**config.mk**
```make
export PLATFORM = sky130hd
export DESIGN_NAME = instr_encoder
export DESIGN_NICKNAME = d
export VERILOG_FILES = /design/src/rtl/pa_riscv_pkg.sv /design/src/rtl/instr_encoder_pack.sv /design/src/rtl/instr_encoder.sv
export SDC_FILE = /design/constraint.sdc
export NUM_CORES = 1
export LEC_CHECK = 0
export BUFFER_PORTS_ARGS = -buffer_cell sky130_fd_sc_hd__buf_2
export CORE_ASPECT_RATIO = 1.75
export CORE_MARGIN = 4
export CORE_UTILIZATION = 30
export CTS_CLUSTER_DIAMETER = 50
export DETAILED_ROUTE_END_ITERATION = 10
export PLACE_DENSITY_LB_ADDON = 0.2
export SETUP_SLACK_MARGIN = 0.2
export SLEW_MARGIN = 20
export SYNTH_ARGS = -nofsm -noshare
export SYNTH_HDL_FRONTEND = slang
export SYNTH_SLANG_ARGS = --single-unit
```
**constraint.sdc**
```tcl
create_clock -name i_clk -period 1.75 [get_ports i_clk]
set_input_delay 0.4375 -clock i_clk [delete_from_list [all_inputs] [get_ports i_clk]]
set_output_delay 0.4375 -clock i_clk [all_outputs]
set_load 0.02 [all_outputs]
```
**src/rtl/pa_riscv_pkg.sv**
```systemverilog
// Shared RISC-V field definitions for the program-loader encoder.
//   op_class_t   : instruction class carried on the encoder input stream
//   OPC_*        : 7-bit base opcodes for the supported word formats
//   FUNCT3_LW_SW : funct3 used for word-sized loads and stores
//   ST_*         : encoder session FSM state codes
package pa_riscv;

    typedef enum logic [1:0] {
        OP_LW      = 2'd0,
        OP_SW      = 2'd1,
        OP_R_ALU   = 2'd2,
        OP_B       = 2'd3
    } op_class_t;

    localparam logic [6:0] OPC_LOAD   = 7'b0000011;
    localparam logic [6:0] OPC_STORE  = 7'b0100011;
    localparam logic [6:0] OPC_R_ALU  = 7'b0110011;
    localparam logic [6:0] OPC_BRANCH = 7'b1100011;

    localparam logic [2:0] FUNCT3_LW_SW = 3'b010;

    localparam logic [1:0] ST_IDLE = 2'd0;
    localparam logic [1:0] ST_LOAD = 2'd1;
    localparam logic [1:0] ST_DONE = 2'd2;
    localparam logic [1:0] ST_ERR  = 2'd3;

endpackage

```
**src/rtl/instr_encoder_pack.sv**
```systemverilog
// instr_word_pack: combinational packer from decoded fields to one RV32I word.
// Ports:
//   op_class     in  2   instruction class (pa_riscv::op_class_t encoding)
//   rd/rs1/rs2   in  5   register indices
//   funct3       in  3   funct3 for R-type and B-type
//   funct7bit5   in  1   R-type bit 30 (SUB/SRA select)
//   imm          in  13  signed byte offset
//   word         out 32  packed instruction
//   illegal      out 1   bundle cannot be encoded
import pa_riscv::*;

module instr_word_pack (
    input  logic [1:0]  op_class,
    input  logic [4:0]  rd,
    input  logic [4:0]  rs1,
    input  logic [4:0]  rs2,
    input  logic [2:0]  funct3,
    input  logic        funct7bit5,
    input  logic [12:0] imm,
    output logic [31:0] word,
    output logic        illegal
);

    // Load/store offsets are 12-bit signed; the 13-bit input only fits when
    // its top two bits agree (no lost sign information).
    logic imm12_overflow;
    assign imm12_overflow = imm[12] ^ imm[11];

    always_comb begin
        word    = 32'd0;
        illegal = 1'b0;
        case (op_class)
            OP_LW: begin
                word    = {imm[11:0], rs1, FUNCT3_LW_SW, rd, OPC_LOAD};
                illegal = imm12_overflow;
            end
            OP_SW: begin
                word    = {imm[11:5], rs2, rs1, FUNCT3_LW_SW, imm[4:0], OPC_STORE};
                illegal = imm12_overflow;
            end
            OP_R_ALU: begin
                word    = {1'b0, funct7bit5, 5'b00000, rs2, rs1, funct3, rd, OPC_R_ALU};
            end
            OP_B: begin
                // Branch targets are halfword aligned; bit 0 is not encodable.
                word    = {imm[12], imm[10:5], rs2, rs1, funct3, imm[4:1], imm[11], OPC_BRANCH};
                illegal = imm[0];
            end
            default: begin
                word    = 32'd0;
                illegal = 1'b0;
            end
        endcase
    end

endmodule

```
**src/rtl/instr_encoder.sv**
```systemverilog
// instr_encoder: program loader that packs decoded instruction fields into
// RV32I words and writes them sequentially into instruction memory.
// Optional feature macro: INSTR_ENCODER_CHECKSUM_EN adds o_checksum, the XOR
// of every word written in the current session.
// Ports:
//   i_clk, i_arst_n          clock, async active-low reset
//   i_start                  begin/restart a session at word address 0
//   i_valid / o_ready        field-bundle handshake
//   i_opClass, i_rd, i_rs1, i_rs2, i_funct3, i_funct7bit5, i_imm, i_last
//                            bundle fields
//   o_imemWriteEn/Addr/WriteData  one-cycle write strobe, 1 cycle after accept
//   o_busy, o_done, o_error  session status (o_done/o_error held until i_start)
//
// state   | meaning
// IDLE    | after reset, waiting for the first i_start
// LOAD    | accepting bundles
// DONE    | program complete (i_last or memory full); final write may be in flight
// ERR     | an illegal bundle was rejected
import pa_riscv::*;

module instr_encoder #(
    parameter  int IMEM_DEPTH = 64,
    localparam int ADDR_W     = $clog2(IMEM_DEPTH)
) (
    input  logic              i_clk,
    input  logic              i_arst_n,
    input  logic              i_start,
    input  logic              i_valid,
    output logic              o_ready,
    input  logic [1:0]        i_opClass,
    input  logic [4:0]        i_rd,
    input  logic [4:0]        i_rs1,
    input  logic [4:0]        i_rs2,
    input  logic [2:0]        i_funct3,
    input  logic              i_funct7bit5,
    input  logic [12:0]       i_imm,
    input  logic              i_last,
    output logic              o_imemWriteEn,
    output logic [ADDR_W-1:0] o_imemAddr,
    output logic [31:0]       o_imemWriteData,
`ifdef INSTR_ENCODER_CHECKSUM_EN
    output logic [31:0]       o_checksum,
`endif
    output logic              o_busy,
    output logic              o_done,
    output logic              o_error
);

    localparam logic [ADDR_W-1:0] LAST_ADDR = ADDR_W'(IMEM_DEPTH - 1);

    logic [1:0]        state;
    logic [ADDR_W-1:0] addr_cnt;
    logic              wr_en_q;
    logic [ADDR_W-1:0] wr_addr_q;
    logic [31:0]       wr_data_q;
    logic              wr_last_q;
    logic              done_q;
    logic              error_q;

    logic [31:0] packed_word;
    logic        packed_illegal;
    logic        pend_full;
    logic        ready;
    logic        accept;
    logic        is_last;

    instr_word_pack u_pack (
        .op_class   (i_opClass),
        .rd         (i_rd),
        .rs1        (i_rs1),
        .rs2        (i_rs2),
        .funct3     (i_funct3),
        .funct7bit5 (i_funct7bit5),
        .imm        (i_imm),
        .word       (packed_word),
        .illegal    (packed_illegal)
    );

    assign pend_full = wr_en_q && (wr_addr_q == LAST_ADDR);
    assign ready     = (state == ST_LOAD) && !pend_full;
    // i_start takes priority; a bundle presented in the same cycle is discarded.
    assign accept    = i_valid && ready && !i_start;
    assign is_last   = i_last || (addr_cnt == LAST_ADDR);

`ifdef INSTR_ENCODER_CHECKSUM_EN
    logic [31:0] checksum_q;

    always_ff @(posedge i_clk or negedge i_arst_n) begin
        if (!i_arst_n) begin
            checksum_q <= 32'd0;
        end else if (i_start) begin
            checksum_q <= 32'd0;
        end else if (accept && !packed_illegal) begin
            checksum_q <= checksum_q ^ packed_word;
        end
    end

    assign o_checksum = checksum_q;
`endif

    always_ff @(posedge i_clk or negedge i_arst_n) begin
        if (!i_arst_n) begin
            state     <= ST_IDLE;
            addr_cnt  <= '0;
            wr_en_q   <= 1'b0;
            wr_addr_q <= '0;
            wr_data_q <= 32'd0;
            wr_last_q <= 1'b0;
            done_q    <= 1'b0;
            error_q   <= 1'b0;
        end else begin
            wr_en_q   <= 1'b0;
            wr_last_q <= 1'b0;

            // o_done follows the final write strobe by one cycle.
            if (wr_en_q && wr_last_q) begin
                done_q <= 1'b1;
            end

            if (i_start) begin
                state    <= ST_LOAD;
                addr_cnt <= '0;
                done_q   <= 1'b0;
                error_q  <= 1'b0;
            end else if (accept) begin
                if (packed_illegal) begin
                    state   <= ST_ERR;
                    error_q <= 1'b1;
                end else begin
                    wr_en_q   <= 1'b1;
                    wr_addr_q <= addr_cnt;
                    wr_data_q <= packed_word;
                    wr_last_q <= is_last;
                    addr_cnt  <= addr_cnt + ADDR_W'(1);
                    // Leaving LOAD at accept time blocks further bundles while
                    // the final write is still in flight.
                    if (is_last) begin
                        state <= ST_DONE;
                    end
                end
            end
        end
    end

    assign o_ready         = ready;
    assign o_imemWriteEn   = wr_en_q;
    assign o_imemAddr      = wr_addr_q;
    assign o_imemWriteData = wr_data_q;
    assign o_busy          = (state == ST_LOAD) || wr_en_q;
    assign o_done          = done_q;
    assign o_error         = error_q;

endmodule

```
==> impl_results.md <==
* Outcome: finished, final reports clean
* Vias in the first global route at 1738
* Top-Level Pins at 82
* Die Area at 8870 µm²
* Site Rows at 41
* Total gr overflow at 0
* GPL Wtd Cong at 0.744
* Max Cap Violations at 0
* Worst EP required at 1910 ps
* Crit-path max FO at 11
* #FFs+latches synth at 47
* Global-route wire length before repair at 8480 µm
* Dpl cells at 360
* Tmin final at 1730 ps
* Antenna cells at 0
* Crit start category: register
* Max Transition Viols Final at 0
* IO Port Bufs at 79
* RSZ-0062 raised after global routing: yes
* Switching Share at 30.3%
* Wire per inst at 14.7 µm
* Register share of total power at 39.5%
* Vias/cell at 4.57
* Clock Latency Late Sink at 280 ps
* Placed Area at 2890 µm²
* Area grow syn2layout at 45.2%
* Peak supply drop at 467 µV
* R2R Setup Slk at 20 ps
* Root Driver: clkbuf_16
* Most frequent cells in the layout: buf_2 (77), dfrtp_1 (40), buf_4 (24)
* Int Pwr at 2.52 mW
* Detailed Route WL at 5470 µm
* Clock slew at reported path FFs at 60 ps
* Dpl hpwl at 4140 µm
* Avg Inst Size Synth at 12.2 µm²
* Number of DRC markers in iteration 0 at 51
* Sequential-to-total area share from yosys stat at 53.2%
* Commonest non-fill, non-tap cell in the layout: buf_2
* Total track usage at 12.6%
* Total CTS buffers at 5
* Post-route ant nets at 0
* Clock Skew at 3.65 ps
* PwrDens at 1120 nW/µm²
* Clock Path Buffers at 2
* Die Height at 122 µm
* Part of the cycle the worst path needs at 98.7%
* Via count at 1704
* Worst-Margin Slew at 505 ps
* Max Clk Rate at 579 MHz
* Worst setup path class: register to register
* Final Non-Filler Cells at 373
* Critical Path Sink Type: register
* Finished layout cell area at 3210 µm²
* Hold Fails Final Rpt at 0
* Static Leak at 1.59 nW
* DR pass1 iterations at 4
* Fin nets at 326
* Worst EP arrival at 1890 ps
* Psw at 1.09 mW
* Hold WS at 130 ps
* Setup-failing EPs final at 0
* Largest net degree at the start of global routing at 48
* CTS tree: done
* Min-Delay Path Class: input port to async pin
* Post-synth cell types at 36
* Combinational Power Share at 30.1%
* DRC at 0
* Slew HR at 66.1%
* Clock Sinks at 47
* Starting Density at 30.8%
* Core Region at 7180 µm²
* Die width at 72.9 µm
* Htree depth at 2
* Initial antenna violation count at 0
* Synth warn at 0
* Cell Area, Synth at 2210 µm²
* Clock network fraction of design power at 30.3%
* Cells after Synth at 181
* Layout cells sized above 1 at 55.7%
==> repair_timing <==
item / CTS / global route
setup buffers: 3 / 1
gates cloned: 0 / 1
pin swaps: 0 / 3
endpoints found under the setup margin: 45 / 44
hold buffers: 0 / 0
resized for setup: 7 / 17
==> power by group through the flow <==
stage | Clock (mW) | Combinational (mW) | Sequential, mW
5_1_grt | 1.17 | 1.18 | 1.46
3_3_place_gp | 0 | 0.990 | 1.44
3_5_place_dp | 0 | 0.999 | 1.44
4_1_cts | 1.14 | 1.02 | 1.43
6_report | 1.10 | 1.09 | 1.43
2_1_floorplan | 0 | 0.312 | 1.70
==> through the flow <==
step           utilization [%]  setup TNS, ps  power (mW)  worst slack (ps)
2_1_floorplan                -           -969        2.01             -80.5
3_3_place_gp              40.3          -2210        2.43             -83.4
3_5_place_dp              40.3          -3700        2.44              -136
4_1_cts                   43.4              0        3.59              14.0
5_1_grt                   44.7           -191        3.80             -30.2
6_report                  44.7              0        3.61              22.2
==> worst paths after layout <==
path / cells after the start / endpoint / start
max in group asynchronous: 2 / o_imemAddr[5] / i_arst_n
max: 5 / o_imemAddr[3] / o_imemAddr[2]
max reg2reg: 5 / o_imemAddr[3] / o_imemAddr[2]
min: 2 / o_imemWriteData[25] / i_arst_n
min in group i_clk: 2 / o_imemWriteData[15] / i_rs1[0]
min reg2reg: 2 / o_done / wr_last_q
==> per-layer routing <==
metal,vias up,part of all wire [%],GRT usage [%]
met2,41,55,21.9
met1,827,39,14.5
li1,831,-,-
met5,-,0,0
met3,5,4.9,2.97
met4,0,2.0,5.54
==> cells in the mapped netlist (all sizes together) <==
cell type / number / share of area [%]
dfrtp: 47 / 53
mux2: 34 / 18
inv: 14 / 2.4
buf: 11 / 3.8
mux2i: 11 / 5.0
a21oi: 10 / 2.4
nand2: 9 / 1.5
nand2b: 5 / 1.4
nand3: 5 / 1.1
nor2: 4 / 0.68
o21ai: 4 / 0.90
o31ai: 4 / 1.4
or4: 4 / 1.4
and3: 2 / 0.79
and4: 2 / 0.79
clkbuf: 2 / 0.34
a211o: 1 / 0.40
a31oi: 1 / 0.28
and4b: 1 / 0.45
conb: 1 / 0.17
ha: 1 / 0.57
nand3b: 1 / 0.34
nor2b: 1 / 0.28
o21a: 1 / 0.34
o21ba: 1 / 0.45
o2bb2ai: 1 / 0.40
or2: 1 / 0.28
or3: 1 / 0.28
xnor2: 1 / 0.40
==> final cells by class <==
type                            instances  area, µm²
Sequential cell                        47       1180
Inverter                               14       52.6
Fill cell                             718       3970
Tap cell                               86        108
Clock inverter                          2       35.0
Multi-Input combinational cell        108        975
Timing Repair Buffer                  110        719
Clock buffer                            6        139
==> flip-flops by register name, summed over array words and instances, names as in the netlist <==
register         cells
o_error              1
o_imemWriteEn        1
addr_cnt             6
wr_last_q            1
o_imemAddr           6
state                2
o_done               1
o_imemWriteData     29
==> kinds of logic (layout without fill, tap and decap cells) <==
group	count (synthesis)	count (layout)	synth area share (%)
other	1	2	0.170
adders and majority gates	1	1	0.566
muxes	45	45	23.3
and+or+nand+nor	36	36	9.33
AOI/OAI and AO/OA	23	23	6.56
xor gates and xnor gates	1	1	0.396
buffers and inverters	27	132	6.50
DFF	47	47	53.2
==> critical path, stage by stage (launching register included) <==
cell and delay [ps]:
dfrtp_2 400, and4_4 210, a21oi_4 150, and4b_4 350, buf_12 170, mux2_1 320
(Power assumes the default switching activity.)
